## src/rtl/mmio_register_bank_pkg.sv

```systemverilog
// Shared widths, request-size and response-code encodings for the MMIO register bank.
// Pure definitions: no latency, no flow control.
package mmio_register_bank_pkg;

  localparam int ADDR_W      = 32;
  localparam int WORD_W      = 32;
  localparam int WORD_BYTES  = WORD_W / 8;
  localparam int MEM_COUNT_W = 2;
  localparam int MEM_CODE_W  = 3;

  typedef enum logic [MEM_COUNT_W-1:0] {
    MEM_COUNT_NONE = 2'd0,
    MEM_COUNT_BYTE = 2'd1,
    MEM_COUNT_HALF = 2'd2,
    MEM_COUNT_WORD = 2'd3
  } mem_count_t;

  typedef enum logic [MEM_CODE_W-1:0] {
    MEM_CODE_INVALID      = 3'd0,
    MEM_CODE_READ         = 3'd1,
    MEM_CODE_WRITE        = 3'd2,
    MEM_CODE_MISALIGNED   = 3'd3,
    MEM_CODE_OUT_OF_RANGE = 3'd4
  } mem_code_t;

  function automatic logic [WORD_W-1:0] byte_mask(input logic [WORD_BYTES-1:0] be);
    logic [WORD_W-1:0] m;
    m = '0;
    for (int b = 0; b < WORD_BYTES; b++) m[b*8 +: 8] = {8{be[b]}};
    return m;
  endfunction

endpackage

```

## src/rtl/mmio_register_bank_if.sv

```systemverilog
// Request/response bus between a data-memory master and the register bank.
// Response follows each request by one clock; no stall or backpressure signals exist.
interface mmio_register_bank_if
  import mmio_register_bank_pkg::*;
();
  logic [ADDR_W-1:0] req_addr;
  mem_count_t        req_count;
  logic              req_wr_en;
  logic [WORD_W-1:0] req_wr_data;
  logic [WORD_W-1:0] res_rd_data;
  mem_code_t         res_code;

  modport master (output req_addr, req_count, req_wr_en, req_wr_data,
                  input  res_rd_data, res_code);
  modport slave  (input  req_addr, req_count, req_wr_en, req_wr_data,
                  output res_rd_data, res_code);
endinterface

```

## src/rtl/mmio_register_bank_lane_ctrl.sv

```systemverilog
// Combinational byte-lane steering: byte enables, alignment check, write replication, read extraction.
// Zero latency, no backpressure.
module mem_lane_ctrl
  import mmio_register_bank_pkg::*;
(
  input  mem_count_t            i_count,
  input  logic [1:0]            i_lane,
  input  logic [WORD_W-1:0]     i_wr_data,
  input  logic [WORD_W-1:0]     i_rd_word,
  output logic [WORD_BYTES-1:0] o_byte_en,
  output logic                  o_misaligned,
  output logic [WORD_W-1:0]     o_wr_data,
  output logic [WORD_W-1:0]     o_rd_data
);
  logic [WORD_W-1:0] w_rd_shift;

  assign w_rd_shift = i_rd_word >> {i_lane, 3'b000};

  // Sub-word store data is replicated so every lane carries (k mod size) source byte.
  always_comb begin
    o_byte_en    = '0;
    o_misaligned = 1'b0;
    o_wr_data    = '0;
    o_rd_data    = '0;
    case (i_count)
      MEM_COUNT_BYTE: begin
        o_byte_en = WORD_BYTES'(1) << i_lane;
        o_wr_data = {WORD_BYTES{i_wr_data[7:0]}};
        o_rd_data = {{(WORD_W-8){1'b0}}, w_rd_shift[7:0]};
      end
      MEM_COUNT_HALF: begin
        o_misaligned = i_lane[0];
        o_byte_en    = WORD_BYTES'(3) << i_lane;
        o_wr_data    = {(WORD_BYTES/2){i_wr_data[15:0]}};
        o_rd_data    = {{(WORD_W-16){1'b0}}, w_rd_shift[15:0]};
      end
      MEM_COUNT_WORD: begin
        o_misaligned = |i_lane;
        o_byte_en    = '1;
        o_wr_data    = i_wr_data;
        o_rd_data    = i_rd_word;
      end
      default: ;
    endcase
  end

endmodule

```

## src/rtl/mmio_register_bank.sv

```systemverilog
// CSR bank of RW, sticky W1C and read-only live bits behind the data-memory bus.
// One-cycle registered response, one request per cycle, never stalls.
module mmio_register_bank
  import mmio_register_bank_pkg::*;
#(
  parameter int                          WORD_COUNT  = 4,
  parameter logic [ADDR_W-1:0]           ADDR_START  = '0,
  parameter logic [WORD_COUNT*WORD_W-1:0] RW_MASK     = '0,
  parameter logic [WORD_COUNT*WORD_W-1:0] W1C_MASK    = '0,
  parameter logic [WORD_COUNT*WORD_W-1:0] RESET_VALUE = '0
) (
  input  logic                         clk,
  input  logic                         aresetn,
  mmio_register_bank_if.slave          bus,
  input  logic [WORD_COUNT*WORD_W-1:0] i_hw_status,
  input  logic [WORD_COUNT*WORD_W-1:0] i_hw_event,
  output logic [WORD_COUNT*WORD_W-1:0] o_regs,
  output logic [WORD_COUNT-1:0]        o_wr_strobe,
  output logic                         o_irq
);
  localparam int IDX_W  = (WORD_COUNT > 1) ? $clog2(WORD_COUNT) : 1;
  localparam int BANK_W = WORD_COUNT * WORD_W;
  localparam logic [BANK_W-1:0] RO_MASK = ~(RW_MASK | W1C_MASK);

  logic [BANK_W-1:0]     r_rw, r_sticky, w_rw_nxt, w_sticky_nxt, w_bank_rd;
  logic [WORD_COUNT-1:0] r_wr_strobe, w_wr_sel;
  logic                  r_irq;
  logic [WORD_W-1:0]     r_rd_data, w_rd_word, w_lane_wr, w_lane_rd, w_lane_mask;
  mem_code_t             r_code, w_code;
  logic [ADDR_W-1:0]     w_off;
  logic [IDX_W-1:0]      w_idx;
  logic                  w_in_range, w_misaligned, w_wr_ok;
  logic [WORD_BYTES-1:0] w_byte_en;

  assign w_off      = bus.req_addr - ADDR_START;
  assign w_idx      = w_off[IDX_W+1:2];
  assign w_in_range = (bus.req_addr >= ADDR_START) &&
                      (w_off[ADDR_W-1:2] < (ADDR_W-2)'(WORD_COUNT));
  assign w_bank_rd  = (r_rw & RW_MASK) | (r_sticky & W1C_MASK) | (i_hw_status & RO_MASK);
  assign w_rd_word  = w_bank_rd[w_idx*WORD_W +: WORD_W];

  mem_lane_ctrl u_lane_ctrl (
    .i_count      (bus.req_count),
    .i_lane       (w_off[1:0]),
    .i_wr_data    (bus.req_wr_data),
    .i_rd_word    (w_rd_word),
    .o_byte_en    (w_byte_en),
    .o_misaligned (w_misaligned),
    .o_wr_data    (w_lane_wr),
    .o_rd_data    (w_lane_rd)
  );

  assign w_lane_mask = byte_mask(w_byte_en);

  always_comb begin
    w_code = MEM_CODE_READ;
    if (bus.req_count == MEM_COUNT_NONE) w_code = MEM_CODE_INVALID;
    else if (w_misaligned)               w_code = MEM_CODE_MISALIGNED;
    else if (!w_in_range)                w_code = MEM_CODE_OUT_OF_RANGE;
    else if (bus.req_wr_en)              w_code = MEM_CODE_WRITE;
  end

  assign w_wr_ok = (w_code == MEM_CODE_WRITE);

  // Events are OR-ed in after the W1C clear so a same-cycle set wins.
  always_comb begin
    w_wr_sel     = '0;
    w_rw_nxt     = r_rw;
    w_sticky_nxt = r_sticky;
    for (int i = 0; i < WORD_COUNT; i++) begin
      w_wr_sel[i] = w_wr_ok && (w_idx == IDX_W'(i));
      if (w_wr_sel[i]) begin
        w_rw_nxt[i*WORD_W +: WORD_W]     = (r_rw[i*WORD_W +: WORD_W] & ~w_lane_mask) |
                                           (w_lane_wr & w_lane_mask);
        w_sticky_nxt[i*WORD_W +: WORD_W] = r_sticky[i*WORD_W +: WORD_W] &
                                           ~(w_lane_wr & w_lane_mask);
      end
    end
    w_rw_nxt     = w_rw_nxt & RW_MASK;
    w_sticky_nxt = (w_sticky_nxt | i_hw_event) & W1C_MASK;
  end

  always_ff @(posedge clk or negedge aresetn) begin
    if (!aresetn) begin
      r_rw        <= RESET_VALUE & RW_MASK;
      r_sticky    <= '0;
      r_wr_strobe <= '0;
      r_irq       <= 1'b0;
      r_rd_data   <= '0;
      r_code      <= MEM_CODE_INVALID;
    end else begin
      r_rw        <= w_rw_nxt;
      r_sticky    <= w_sticky_nxt;
      r_wr_strobe <= w_wr_sel;
      r_irq       <= |w_sticky_nxt;
      r_rd_data   <= (w_code == MEM_CODE_READ) ? w_lane_rd : '0;
      r_code      <= w_code;
    end
  end

  assign o_regs          = r_rw;
  assign o_wr_strobe     = r_wr_strobe;
  assign o_irq           = r_irq;
  assign bus.res_rd_data = r_rd_data;
  assign bus.res_code    = r_code;

endmodule

```

## src/flat_wrapper.sv

```systemverilog
// flat-port wrapper written by rule: the top's interface ports become plain ports
module mmio_register_bank_flat import mmio_register_bank_pkg::*;
#(
  parameter int                          WORD_COUNT  = 4,
  parameter logic [ADDR_W-1:0]           ADDR_START  = '0,
  parameter logic [WORD_COUNT*WORD_W-1:0] RW_MASK     = '0,
  parameter logic [WORD_COUNT*WORD_W-1:0] W1C_MASK    = '0,
  parameter logic [WORD_COUNT*WORD_W-1:0] RESET_VALUE = '0
)
  (clk, aresetn, i_hw_status, i_hw_event, o_regs, o_wr_strobe, o_irq, bus_req_addr, bus_req_count, bus_req_wr_en, bus_req_wr_data, bus_res_rd_data, bus_res_code);
  mmio_register_bank_if bus_i ();
  input  logic clk;
  input  logic aresetn;
  input  logic [WORD_COUNT*WORD_W-1:0] i_hw_status;
  input  logic [WORD_COUNT*WORD_W-1:0] i_hw_event;
  output logic [WORD_COUNT*WORD_W-1:0] o_regs;
  output logic [WORD_COUNT-1:0] o_wr_strobe;
  output logic o_irq;
  input wire logic [$bits(bus_i.req_addr)-1:0] bus_req_addr;
  input wire logic [$bits(bus_i.req_count)-1:0] bus_req_count;
  input wire logic [$bits(bus_i.req_wr_en)-1:0] bus_req_wr_en;
  input wire logic [$bits(bus_i.req_wr_data)-1:0] bus_req_wr_data;
  output wire logic [$bits(bus_i.res_rd_data)-1:0] bus_res_rd_data;
  output wire logic [$bits(bus_i.res_code)-1:0] bus_res_code;
  assign bus_i.req_addr = bus_req_addr;
  assign bus_i.req_count = bus_req_count;
  assign bus_i.req_wr_en = bus_req_wr_en;
  assign bus_i.req_wr_data = bus_req_wr_data;
  assign bus_res_rd_data = bus_i.res_rd_data;
  assign bus_res_code = bus_i.res_code;
  mmio_register_bank #(.WORD_COUNT(WORD_COUNT), .ADDR_START(ADDR_START), .RW_MASK(RW_MASK), .W1C_MASK(W1C_MASK), .RESET_VALUE(RESET_VALUE)) u_core (.clk(clk), .aresetn(aresetn), .bus(bus_i), .i_hw_status(i_hw_status), .i_hw_event(i_hw_event), .o_regs(o_regs), .o_wr_strobe(o_wr_strobe), .o_irq(o_irq));
endmodule
```

## config.mk

```make
export PLATFORM = sky130hd
export DESIGN_NAME = mmio_register_bank_flat
export DESIGN_NICKNAME = d
export VERILOG_FILES = /design/src/rtl/mmio_register_bank_pkg.sv /design/src/rtl/mmio_register_bank_if.sv /design/src/rtl/mmio_register_bank_lane_ctrl.sv /design/src/rtl/mmio_register_bank.sv /design/src/flat_wrapper.sv
export SDC_FILE = /design/constraint.sdc
export NUM_CORES = 1
export LEC_CHECK = 0
export ABC_CLOCK_PERIOD_IN_PS = 800
export CAP_MARGIN = 40
export CORE_AREA = 2 2 191 193
export DETAILED_ROUTE_END_ITERATION = 16
export DIE_AREA = 0 0 193 195
export HOLD_SLACK_MARGIN = 0.12
export PLACE_DENSITY = 0.43
export REMOVE_ABC_BUFFERS = 1
export SLEW_MARGIN = 10
export SYNTH_ARGS = -nofsm -noshare
export SYNTH_HDL_FRONTEND = slang
export SYNTH_SLANG_ARGS = --single-unit
export TNS_END_PERCENT = 10
```

## constraint.sdc

```tcl
create_clock -name clk -period 0.8 [get_ports clk]
set_input_delay 0.24 -clock clk [delete_from_list [all_inputs] [get_ports clk]]
set_output_delay 0.24 -clock clk [all_outputs]
set_load 0.02 [all_outputs]
```

==> metrics.txt, run 1 <==
status finished, violations left; violated checks setup timing; max cap viols 0; all-layer global routing usage 8.71%; Die Height 195 um; wire per inst 16.5 um; first-pass GRT wire length 23.4 mm; RSZ-0062 raised after global routing yes; multi-input logic area 2730 sq um; measured slew at the worst slew-check pin 0.520 ns; Tot Pwr 0.00735 W; CP startpoint i_hw_status[92]; final hold vios 0; Num CTS Buffers 5; Hold Path Origin bus_req_wr_en; Cell variety after synth 43; filler instances 3948; Worst-path clk slew 0.07 ns; Int Pwr 0.00489 W; post-synthesis mux area share 26.9%; Leak 3.15 nW; syn avg cell area 10.7 sq um; IO Port Bufs 203; Starting Density 11.1%; DRC viols 0; Tightest Hold Check Type input pin to flop; combinational share of power 40.4%; Rel. slew slack 65.3%; Seq pwr share 27.0%; Highest Clock Rate 642 MHz; number of flops mapped to enable cells by yosys 0; startpoint class of the critical path input pin; share of layout cells above drive strength 1 37.0%; Synth Area in Compound Gates 7.28%; Cell Area, Synth 3920 sq um; sequential share of the synthesized area 24.9%; chip width 193 um; worst hold path depth 2; initial antenna violation count 1; GPL Wtd Cong 0.705; fraction of registers with async set/reset 100%; #FFs+latches synth 39; post-route clock period utilization 195%; top-count cell post-synth buf_4; crit end category flop; crit path max fanout 3; Pre-antenna DRT Iters 5; most instantiated cells after synthesis buf_4 (134), dfrtp_1 (39), mux4_2 (35); Synth warnings 0; worst vdd ir 0.000682 V; io pins 493; critical path arrival 1.70 ns; Final min period 1.56 ns; Reg area 976 sq um; final worst slack -0.757 ns; pwr dens 1050 nW/um^2; 1st-iter DRT viols 65; Final #Nets 940; CTS sink cnt 39; CTS tree built; Synth Area in Adders 0%; Slew Viols, Final 0; DRT antenna net count 0; Clk pwr share 32.5%; Post-Syn Instances 367; kind of critical path input pin to flop; Yosys top cell by area buf_4; WP data required 0.94 ns; clock buffer depth 2; largest net degree at the start of global routing 40; vias in the first global route 3517; Sw Share 33.5%; main area contributors after synthesis buf_4 (26%), dfrtp_1 (25%), mux4_2 (20%); Synth Area in XOR/XNOR 0%; Post-Synth Simple-Gate Area 12.7%; die area 37600 sq um; row cnt 69; hpwl dp 14.1 mm; H-Tree Depth 2; top_reg_cell synth dfrtp_1; Synth top area share 25.7%; via count 3521; root buf cell clkbuf_16; Finish-stage setup viols 78; P_sw 0.00246 W; core area 35400 sq um; total routed wirelength 17.8 mm; WHS 0.352 ns; GRT overflow 0; Layout area overhead 78.2%; largest family of logic cells by synthesized area buffers and inverters; Vias/cell 3.27
## state kept, by name, summed over array words and instances, names as in the netlist
| signal | flops |
|---|---|
| u_core.bus.res_code | 3 |
| u_core.bus.res_rd_data | 32 |
| u_core.o_wr_strobe | 4 |
## power by group through the flow
stage | clock (W) | sequential (W) | combinational, W
6_report | 0.00239 | 0.00199 | 0.00297
5_1_grt | 0.00258 | 0.00199 | 0.00320
4_1_cts | 0.00251 | 0.00198 | 0.00291
3_5_place_dp | 0 | 0.00202 | 0.00276
3_3_place_gp | 0 | 0.00202 | 0.00275
2_1_floorplan | 0 | 0.00204 | 0.00120
## worst max-delay path, stage by stage
cell and delay, ns:
clkdlybuf4s50_1 0.44, mux4_2 0.53, mux2_2 0.30, o22ai_2 0.12, a211oi_1 0.07
## per-stage QoR
stage	worst slack [ns]	setup TNS, ns	std cells	area [sq um]	util (%)
floorplan	-0.932	-27.26	346	3320	-
global placement	-1.50	-59.62	1054	6290	17.8
detailed placement	-1.54	-60.65	1054	6290	17.8
CTS	-0.852	-36.18	1070	6700	18.9
global route	-0.830	-37.16	1077	6980	19.7
finish	-0.757	-33.68	1078	6980	19.7
## cell type report
| type | count | share of cell area, % |
|---|---|---|
| clock inverters | 3 | 0.627 |
| repair buffers | 261 | 36.0 |
| inverters | 5 | 0.269 |
| diodes | 1 | 0.0358 |
| well taps | 461 | 8.26 |
| multi-input cells | 303 | 39.0 |
| clock buffers | 5 | 1.79 |
| flip-flops and latches | 39 | 14.0 |
## cells in the final DEF (no fill, tap or decap), types with 7 or more instances in the layout
cell             netlist  layout
nor4_4                 0       7
mux2i_2                0       7
conb_1                 1     129
buf_2                  9      28
dfrtp_1               39      39
buf_12                 0       7
nor2b_1               16      11
clkdlybuf4s50_1        0      89
clkdlybuf4s15_1        0       8
buf_6                  1      34
dlymetal6s2s_1         0      22
nor2_1                15      13
mux2i_1               22      10
dlygate4sd2_1          0      19
mux4_2                35      35
buf_4                134      47
## timing repair
item / 4_1_cts / 5_1_grt
hold buffers: 1 / 0
hold endpoints to repair: 39 / 0
resized for setup: 306 / 64
pin swaps: 19 / 21
setup endpoints to repair: 78 / 78
gates cloned: 1 / 1
buffers inserted: 6 / 7
## final timing paths
check	to	slack (ns)
worst max-delay path	u_core.bus.res_rd_data[4]	-0.76
worst min-delay path	u_core.bus.res_code[0]	0.35
max in group asynchronous	u_core.bus.res_rd_data[2]	0.11
min in group asynchronous	u_core.bus.res_rd_data[16]	0.46
## logic make-up (layout without fill, tap and decap cells)
family / after synthesis / in the layout
buffers and inverters: 154 / 274
and+or+nand+nor: 75 / 76
muxes: 61 / 61
DFF: 39 / 39
AOI/OAI and AO/OA: 37 / 37
other: 1 / 130
## routing by layer
layer | routed length, um | vias to the layer above | GRT usage [%]
met4 | 238 | 2 | 2.02
met3 | 1840 | 12 | 2.43
met5 | 13 | - | 0
met1 | 7100 | 1680 | 10.6
li1 | - | 1591 | -
met2 | 8580 | 236 | 15.1
(Power assumes the default switching activity.)
==> run 2: changes to the inputs <==
Settings changed: SLEW_MARGIN 10 to unset.
==> results of run 2 <==
No change in the layout: final DEF, timing and power equal those of run 1.
==> run 3: changes to the inputs <==
Settings changed: ABC_CLOCK_PERIOD_IN_PS 800 to 2000, CORE_AREA 2 2 191 193 to 2 2 192 194, DIE_AREA 0 0 193 195 to 0 0 194 196, PLACE_DENSITY 0.43 to 0.44, SYNTH_HIERARCHICAL set to 1.
Clock period 0.8 ns to 2 ns, I/O delays scaled along.
==> run 3 against run 2 <==
Effect of this change:
- the run still ends with setup timing left
- total power shrank 58%
- largest power group unchanged
- count of clock-buffer cells in the layout grew 1
- non-clock buffer count rose by 19
- worst setup slack gained 0.69 ns
- flip-flop and latch count did not move
- critical path type unchanged
- die area is 1.0% higher
- area after synthesis up 9.1%
- highest routed layer unchanged
- synthesized cell count increased by 13%
- sequential power down 60%
==> metrics.txt, run 3 <==
status finished, violations left; violated checks setup timing; clock buffer depth 2; startpoint class of the critical path input pin; root buf cell clkbuf_16; Int Pwr 0.00206 W; kind of critical path input pin to flop; Final min period 2.07 ns; total routed wirelength 18.0 mm; Finished Layout Cells 1138; all-layer global routing usage 8.96%; Highest Clock Rate 483 MHz; chip width 194 um; Cell Area, Synth 4270 sq um; H-Tree Depth 2; vias in the first global route 3648; final worst slack -0.0685 ns; Layout area overhead 72.7%; max cap viols 0; pwr dens 413 nW/um^2; worst vdd ir 0.000255 V; hpwl dp 14.1 mm; Die Height 196 um; Slew Viols, Final 0; total negative slack -0.394 ns; first-pass GRT wire length 24.7 mm; Num CTS Buffers 5; Sw Share 32.4%; WHS 0.262 ns; largest net degree at the start of global routing 38; Pre-antenna DRT Iters 4; most common cell after layout, fill and taps aside clkdlybuf4s50_1; CTS sink cnt 39; Worst-path clk slew 0.06 ns; Tightest Hold Check Type input pin to async pin; final hold vios 0; GPL Wtd Cong 0.715; max FFs per register 32; die area 38000 sq um; Seq pwr share 26.0%; wire per inst 15.8 um; P_sw 0.000988 W; DP Area 6800 sq um; Design Area, Final 7380 sq um; RSZ-0062 raised after global routing yes; combinational share of power 41.9%; via count 3752; critical path arrival 2.26 ns; syn avg cell area 10.3 sq um; DRC viols 0; row cnt 70; Leak 2.98 nW; initial antenna violation count 5; Tot Pwr 0.00305 W; crit end category flop; IO Port Bufs 203; Starting Density 11.8%; 1st-iter DRT viols 115; Finish-stage setup viols 17; WP data required 2.19 ns; most frequent cells in the layout clkdlybuf4s50_1 (187), conb_1 (129), buf_4 (54), dfrtp_1 (39), inv_1 (35); share of layout cells above drive strength 1 28.1%; CTS tree built; GRT overflow 0; Final #Nets 999; post-route clock period utilization 103%; DRT antenna net count 0; crit path max fanout 12; Cell Count Post-Placement 1112; Clk pwr share 32.0%; Synth warnings 6; Vias/cell 3.30; Post-Syn Instances 416; io pins 493; core area 36100 sq um; Hold Buf Count CTS 0
==> run 3: power by group through the flow <==
stage | logic [W] | registers, W | clock network [W]
3_3_place_gp | 0.00119 | 0.000809 | 0
3_5_place_dp | 0.00119 | 0.000809 | 0
6_report | 0.00128 | 0.000794 | 0.000977
4_1_cts | 0.00127 | 0.000794 | 0.00103
5_1_grt | 0.00137 | 0.000795 | 0.00105
2_1_floorplan | 0.000518 | 0.000814 | 0
==> run 3: worst max path at each step <==
stage	start	endpoint	slack, ns
finish	bus_req_addr[22]	u_core/o_wr_strobe[3]	-0.07
detailed placement	bus_req_count[0]	u_core/bus.res_rd_data[31]	-0.64
CTS	bus_req_addr[0]	u_core/bus.res_rd_data[11]	-0.05
global placement	bus_req_count[0]	u_core/bus.res_rd_data[26]	-0.71
global route	bus_req_addr[22]	u_core/bus.res_rd_data[6]	-0.11
floorplan	bus_req_addr[31]	u_core/bus.res_code[1]	-0.95
==> run 3: layout make-up <==
cell class | instances | area (sq um)
multi-input cells | 305 | 2610
clock inverters | 2 | 35.0
fillers | 3989 | 28700
repair buffers | 280 | 2890
inverters | 37 | 139
flip-flops and latches | 39 | 976
diodes | 1 | 2.50
well taps | 468 | 586
clock buffers | 6 | 139
==> run 3: timing repair <==
item	CTS	global route
buffers inserted	11	4
pin swaps	12	10
endpoints found under the setup margin	37	33
resized for setup	31	29
cloned	2	1
==> run 3: through the flow <==
| step | worst slack [ns] | util [%] |
|---|---|---|
| detailed placement | -0.644 | 18.8 |
| CTS | -0.0499 | 20.0 |
| global route | -0.105 | 20.4 |
| floorplan | -0.949 | - |
| global placement | -0.710 | 18.8 |
| finish | -0.0685 | 20.4 |
==> run 3: per-layer routing <==
layer / part of all wire [%] / track usage [%] / vias up
met3: 9.1 / 2.48 / 17
met5: 0.19 / 0 / -
met4: 1.2 / 2.27 / 6
li1: - / - / 1722
met2: 49 / 15.4 / 237
met1: 40 / 11.0 / 1770
==> run 3: worst max-delay path: stages <==
cell             delay, ns
clkdlybuf4s50_1       0.43
nor4_2                0.29
nand4_1               0.24
buf_4                 0.23
clkbuf_16             0.19
nor4_1                0.27
==> RTL edit 1, RTL diff (settings of run 2) <==
`r_rd_data` no longer has a reset.
--- a/src/rtl/mmio_register_bank.sv
+++ b/src/rtl/mmio_register_bank.sv
@@ -86,16 +86,18 @@
       r_sticky    <= '0;
       r_wr_strobe <= '0;
       r_irq       <= 1'b0;
-      r_rd_data   <= '0;
       r_code      <= MEM_CODE_INVALID;
     end else begin
       r_rw        <= w_rw_nxt;
       r_sticky    <= w_sticky_nxt;
       r_wr_strobe <= w_wr_sel;
       r_irq       <= |w_sticky_nxt;
-      r_rd_data   <= (w_code == MEM_CODE_READ) ? w_lane_rd : '0;
       r_code      <= w_code;
     end
+  end
+
+  always_ff @(posedge clk) begin
+    r_rd_data <= (w_code == MEM_CODE_READ) ? w_lane_rd : '0;
   end
 
   assign o_regs          = r_rw;
Formal check against the unedited RTL: not equivalent (a bounded check fails within 4 cycles, from zero or initial values and one cycle with aresetn low).
==> RTL edit 1 against run 2 <==
  * The run still ends with setup timing left
  * Clock power down 14%
  * Setup slack worse by 22 ps
  * Final area up 4.5%
  * Routed wire length up 6.2%
  * Area after synthesis down 2.6%
  * First-iteration DRC count up 29%
  * Power down 4.5%
  * Sequential share of layout area down 2.3 points
  * Critical path depth up 1
  * Maximum frequency down 1.4%
  * Sequential cell count unchanged
  * Global-route usage up 0.58 points
==> RTL edit 1: results (changes against run 2) <==
[final_layout]
drive_gt1_share_pct=45.54  ; +8.5 points
layout.nets=963  ; +2.4%
nFillCells=3867  ; -2.1%

[placement]
numPortBuffers=203  ; unchanged
dpl_cell_area_um2=6420  ; +2.1%
finalWeightedCongestion=0.7214  ; +2.4%
numPlacedInstances=1069  ; +1.4%
dp_hpwl_um=14760  ; +4.3%
place_ws_ps=-1443  ; +100.3 ps

[sta]
setup_ws_ps=-778.8  ; -22.11 ps
setup_tns_ps=-31660  ; +2025 ps
timing.hold.ws_ps=225.5  ; -126.0 ps
setup-violations-final=78  ; unchanged

[global_route]
use_met1_pct=10.77  ; +0.17 points
met3_usage_pct=2.858  ; +0.43 points
grt_start_max_net_pins=28  ; -30%
first_global_vias=3716  ; +5.7%
grt_pass1_wl_um=24620  ; +5.4%
antenna_found_initial=5  ; +4
grtUsageMet2_pct=16.66  ; +1.5 points
grtUsageTotal_pct=9.286  ; +0.58 points

[setup_path]
path_max_fanout=5  ; +2
critPathLaunch=bus_req_addr[2]
critPathCapture=u_core.bus.res_rd_data[3]$_SDFF_PP0_
worst_ep_arrival_time_ps=1760  ; +60 ps
critical-path-max-stage-delay_ps=550  ; +20 ps

[detailed_routing]
wl_met3_um=1774  ; -3.4%
wl_um=18860  ; +6.2%
wl_met2_um=9331  ; +8.8%
wl_met1_um=7458  ; +5.1%
drt_iter0_drc=84  ; +29%
drt-wirelength-per-cell_um=17.11  ; +3.8%
dr.pass1.iters=4  ; -1
vias_per_cell=3.275  ; +0.27%

[logic_synthesis]
synth-xor-area-share_pct=0.2295  ; +0.23 points
synthTopCellsByCount=buf_4, mux4_2, dfxtp_1, and2_1
async_reset_ff_share_pct=17.95  ; -82 points
seq_area_frac_synth_pct=21.38  ; -3.5 points
synth.area.mux_share_pct=33.41  ; +6.5 points
synth_compound_gate_area_share_pct=6.918  ; -0.36 points
synthTopCellsByArea=mux4_2, buf_4, dfxtp_1, dfrtp_1, mux2i_1
synth_ff_type=dfxtp_1
postSynthAreaPerCell_um2=10.69  ; +0.14%
ys_types=38  ; -12%

[power]
peakVddDrop_mv=0.6707  ; -1.6%
power.leakage_nw=3.219  ; +2.2%

[status]
violations=setup timing
outcome=finished with violations

[min_path]
hold_class=in2async

RTL edit 1: changes by cell type after synthesis, sizes merged, moves of 6 or more:
cell     before  now
o22ai         8    0
a2bb2oi       0    7
o2bb2ai       0    7
mux2i        22   16
dfrtp        39    7
dfxtp         0   32
nor2         15    2
mux4         35   47
nand2         5   16
a32o          0    6
and2          5   17
nor2b        16    1
RTL edit 1: worst max-delay path: cells and delay by family:
kind                   cells  cell delay (ps)
muxes                      3             1080
buffers and inverters      2              250
AOI/OAI and AO/OA          1              180
RTL edit 1: cell type report:
class / count / area (µm²) / area share [%]
Antenna cell: 2 / 5.005 / 0.06860
Clock buffer: 6 / 128.9 / 1.766
Clock inverter: 2 / 12.51 / 0.1715
Inverter: 2 / 7.507 / 0.1029
Multi-Input combinational cell: 293 / 2695 / 36.94
Sequential cell: 39 / 854.6 / 11.71
Tap cell: 461 / 576.8 / 7.906
Timing Repair Buffer: 297 / 3015 / 41.33
RTL edit 1: cells by family after synthesis:
kind of cell	Yosys count
buf+inv	153
mux	68
simple gates	63
flops	39
compound gates	32
xor+xnor	1
other cells	1
RTL edit 1: timing repair:
item | CTS | global route
endpoints found under the setup margin | 78 | 78
gates cloned | 4 | 1
hold endpoints to repair | 0 | 0
pin swaps | 29 | 22
resized for setup | 368 | 60
buffers inserted | 9 | 10
RTL edit 1: power breakdown:
part / switching [W] / leakage, nW / total [W] / internal (W)
clock: 0.000901 / 0.0669 / 0.00205 / 0.00115
combinational: 0.00144 / 2.79 / 0.00300 / 0.00156
sequential: 0.00000300 / 0.367 / 0.00196 / 0.00196
total: 0.00235 / 3.22 / 0.00702 / 0.00467
==> RTL edit 2, RTL diff (config.mk and constraints of run 2) <==
Without the edit above. Change the package constant `ADDR_W` from 32 to 24.
--- a/src/rtl/mmio_register_bank_pkg.sv
+++ b/src/rtl/mmio_register_bank_pkg.sv
@@ -2,7 +2,7 @@
 // Pure definitions: no latency, no flow control.
 package mmio_register_bank_pkg;
 
-  localparam int ADDR_W      = 32;
+  localparam int ADDR_W      = 24;
   localparam int WORD_W      = 32;
   localparam int WORD_BYTES  = WORD_W / 8;
   localparam int MEM_COUNT_W = 2;
Ports: changed (resized bus_req_addr); port bits go from 493 to 485. The function was not compared with the original's and may differ.
==> RTL edit 2 against run 2 <==
  * The run still ends with setup timing left
  * Area after synthesis shrank 3.4%
  * Routed wire length is 3.5% higher
  * Non-clock buffer count is 24 higher
  * Power shrank 4.3%
  * Final area is essentially flat
  * Clock power shrank 14%
  * Sequential cell count did not move
  * Setup slack improved by 120 ps
  * Highest routed layer unchanged
==> RTL edit 2: results (changes against run 2) <==
[setup_path]
worst_ep_arrival_time_ps=1620  ; -80 ps
path_max_fanout=5  ; +2

[placement]
finalWeightedCongestion=0.7493  ; +6.3%
numPortBuffers=195  ; -3.9%
dp_hpwl_um=15140  ; +7.0%

[status]
outcome=finished with violations
violations=setup timing

[final_layout]
layout.nets=983  ; +4.6%
drive_gt1_share_pct=33.43  ; -3.6 points
largest_reg_flops=32  ; unchanged

[detailed_routing]
wl_met1_um=7070  ; -0.38%
vias_per_cell=3.330  ; +2.0%
wl_met3_um=2029  ; +11%
drt_iter0_drc=157  ; +140%
top_layer_used=met5
drtAntennaViolNets=0  ; unchanged
dr.pass1.iters=4  ; -1
wl_met2_um=8919  ; +4.0%
wl_um=18380  ; +3.5%

[clocking]
clockBufferDepth=2  ; unchanged
cts_buffers=5  ; unchanged
clock_tree.root_cell=clkbuf_16
clkTransAtPathRegs_ps=70  ; about the same
htreeDepth=2  ; unchanged

[logic_synthesis]
ys_types=44  ; +2.3%
seq_area_frac_synth_pct=25.78  ; +0.86 points
async_reset_ff_share_pct=100.0  ; unchanged
synth_ff_type=dfrtp_1
synthTopCellsByArea=buf_4, dfrtp_1, mux4_2, mux2i_1, nand2_1
synthTopCellsByCount=buf_4, nand2_1, dfrtp_1, mux2i_1, mux4_2
yosysWarnings=0  ; unchanged

[sta]
setup_ws_ps=-636.7  ; +120.0 ps
setup-violations-final=78  ; unchanged
timing.hold.ws_ps=313.1  ; -38.42 ps
slew_violations=0  ; unchanged

[global_route]
antenna_found_initial=9  ; +8
grtUsageMet2_pct=16.24  ; +1.1 points
grt_start_max_net_pins=21  ; -48%
met3_usage_pct=3.253  ; +0.83 points
grtUsageTotal_pct=9.252  ; +0.54 points
grt_pass1_wl_um=24470  ; +4.8%
use_met1_pct=10.47  ; -0.13 points
first_global_vias=3706  ; +5.4%

[power]
power.leakage_nw=3.263  ; +3.6%
peakVddDrop_mv=0.7112  ; +4.4%

[min_path]
hold_class=in2async

RTL edit 2: cell count changes after synthesis, sizes merged, moves of 6 or more:
cell / run 2 / this run
nand2: 5 / 42
mux4: 35 / 20
nor2b: 16 / 4
a31oi: 1 / 12
nor2: 15 / 5
nor3: 1 / 10
and2: 5 / 12
nand3: 1 / 8
nor4: 12 / 6
RTL edit 2: where the power goes:
| part | total [W] | internal (W) | switching (W) |
|---|---|---|---|
| Combinational | 0.00299 | 0.00141 | 0.00158 |
| Sequential | 0.00199 | 0.00198 | 0.00000495 |
| Clock | 0.00206 | 0.00116 | 0.000904 |
RTL edit 2: layout make-up:
type / count / area [µm²]
Timing Repair Buffer: 285 / 2740
Clock inverter: 1 / 5.005
Fill cell: 3981 / 28420
Inverter: 6 / 22.52
Tap cell: 461 / 576.8
Clock buffer: 7 / 132.6
Sequential cell: 39 / 975.9
Multi-Input combinational cell: 329 / 2517
Antenna cell: 4 / 10.01
RTL edit 2: repair_timing:
action,in CTS,in global routing
hold buffers,1,0
pin swaps,40,19
setup endpoints to repair,78,78
buffers inserted,15,3
resized for setup,329,62
endpoints found under the hold margin,39,0
gates cloned,3,0
RTL edit 2: worst max-delay path, stage by stage:
cell	delay, ps
clkdlybuf4s15_2	210
buf_6	140
a21oi_2	140
mux2_4	220
nand4b_4	240
a2111oi_4	410
RTL edit 2: worst max path at each step:
stage	end	depth (start not counted)	start	slack, ps
after CTS	u_core.bus.res_rd_data[7]$_DFF_PN0_	7	bus_req_addr[2]	-610
after detailed placement	u_core.bus.res_rd_data[10]$_DFF_PN0_	5	bus_req_addr[22]	-1370
after global routing	u_core.bus.res_rd_data[10]$_DFF_PN0_	5	bus_req_addr[9]	-680
after floorplan	u_core.bus.res_rd_data[10]$_DFF_PN0_	4	bus_req_addr[12]	-750
final	u_core.bus.res_rd_data[9]$_DFF_PN0_	6	bus_req_addr[1]	-640
after global placement	u_core.bus.res_rd_data[8]$_DFF_PN0_	5	bus_req_addr[21]	-1300
RTL edit 2: cell families after synthesis:
kind of cell           share of synthesized area, %
buffers and inverters                         29.51
and+or+nand+nor                               14.38
AOI/OAI and AO/OA                             11.10
muxes                                         19.13
DFF                                           25.78
other                                       0.09905
RTL edit 2: per-stage QoR:
| step | area, µm² | TNS, ps | cells | worst slack (ps) | utilization, % |
|---|---|---|---|---|---|
| 5_1_grt | 6975 | -34570 | 1130 | -679.9 | 19.71 |
| 6_report | 6980 | -31230 | 1132 | -636.7 | 19.72 |
| 4_1_cts | 6715 | -31820 | 1125 | -609.3 | 18.97 |
| 2_1_floorplan | 3172 | -22730 | 373 | -753.1 | - |
| 3_3_place_gp | 6261 | -58050 | 1098 | -1301 | 17.69 |
| 3_5_place_dp | 6261 | -58630 | 1098 | -1366 | 17.69 |
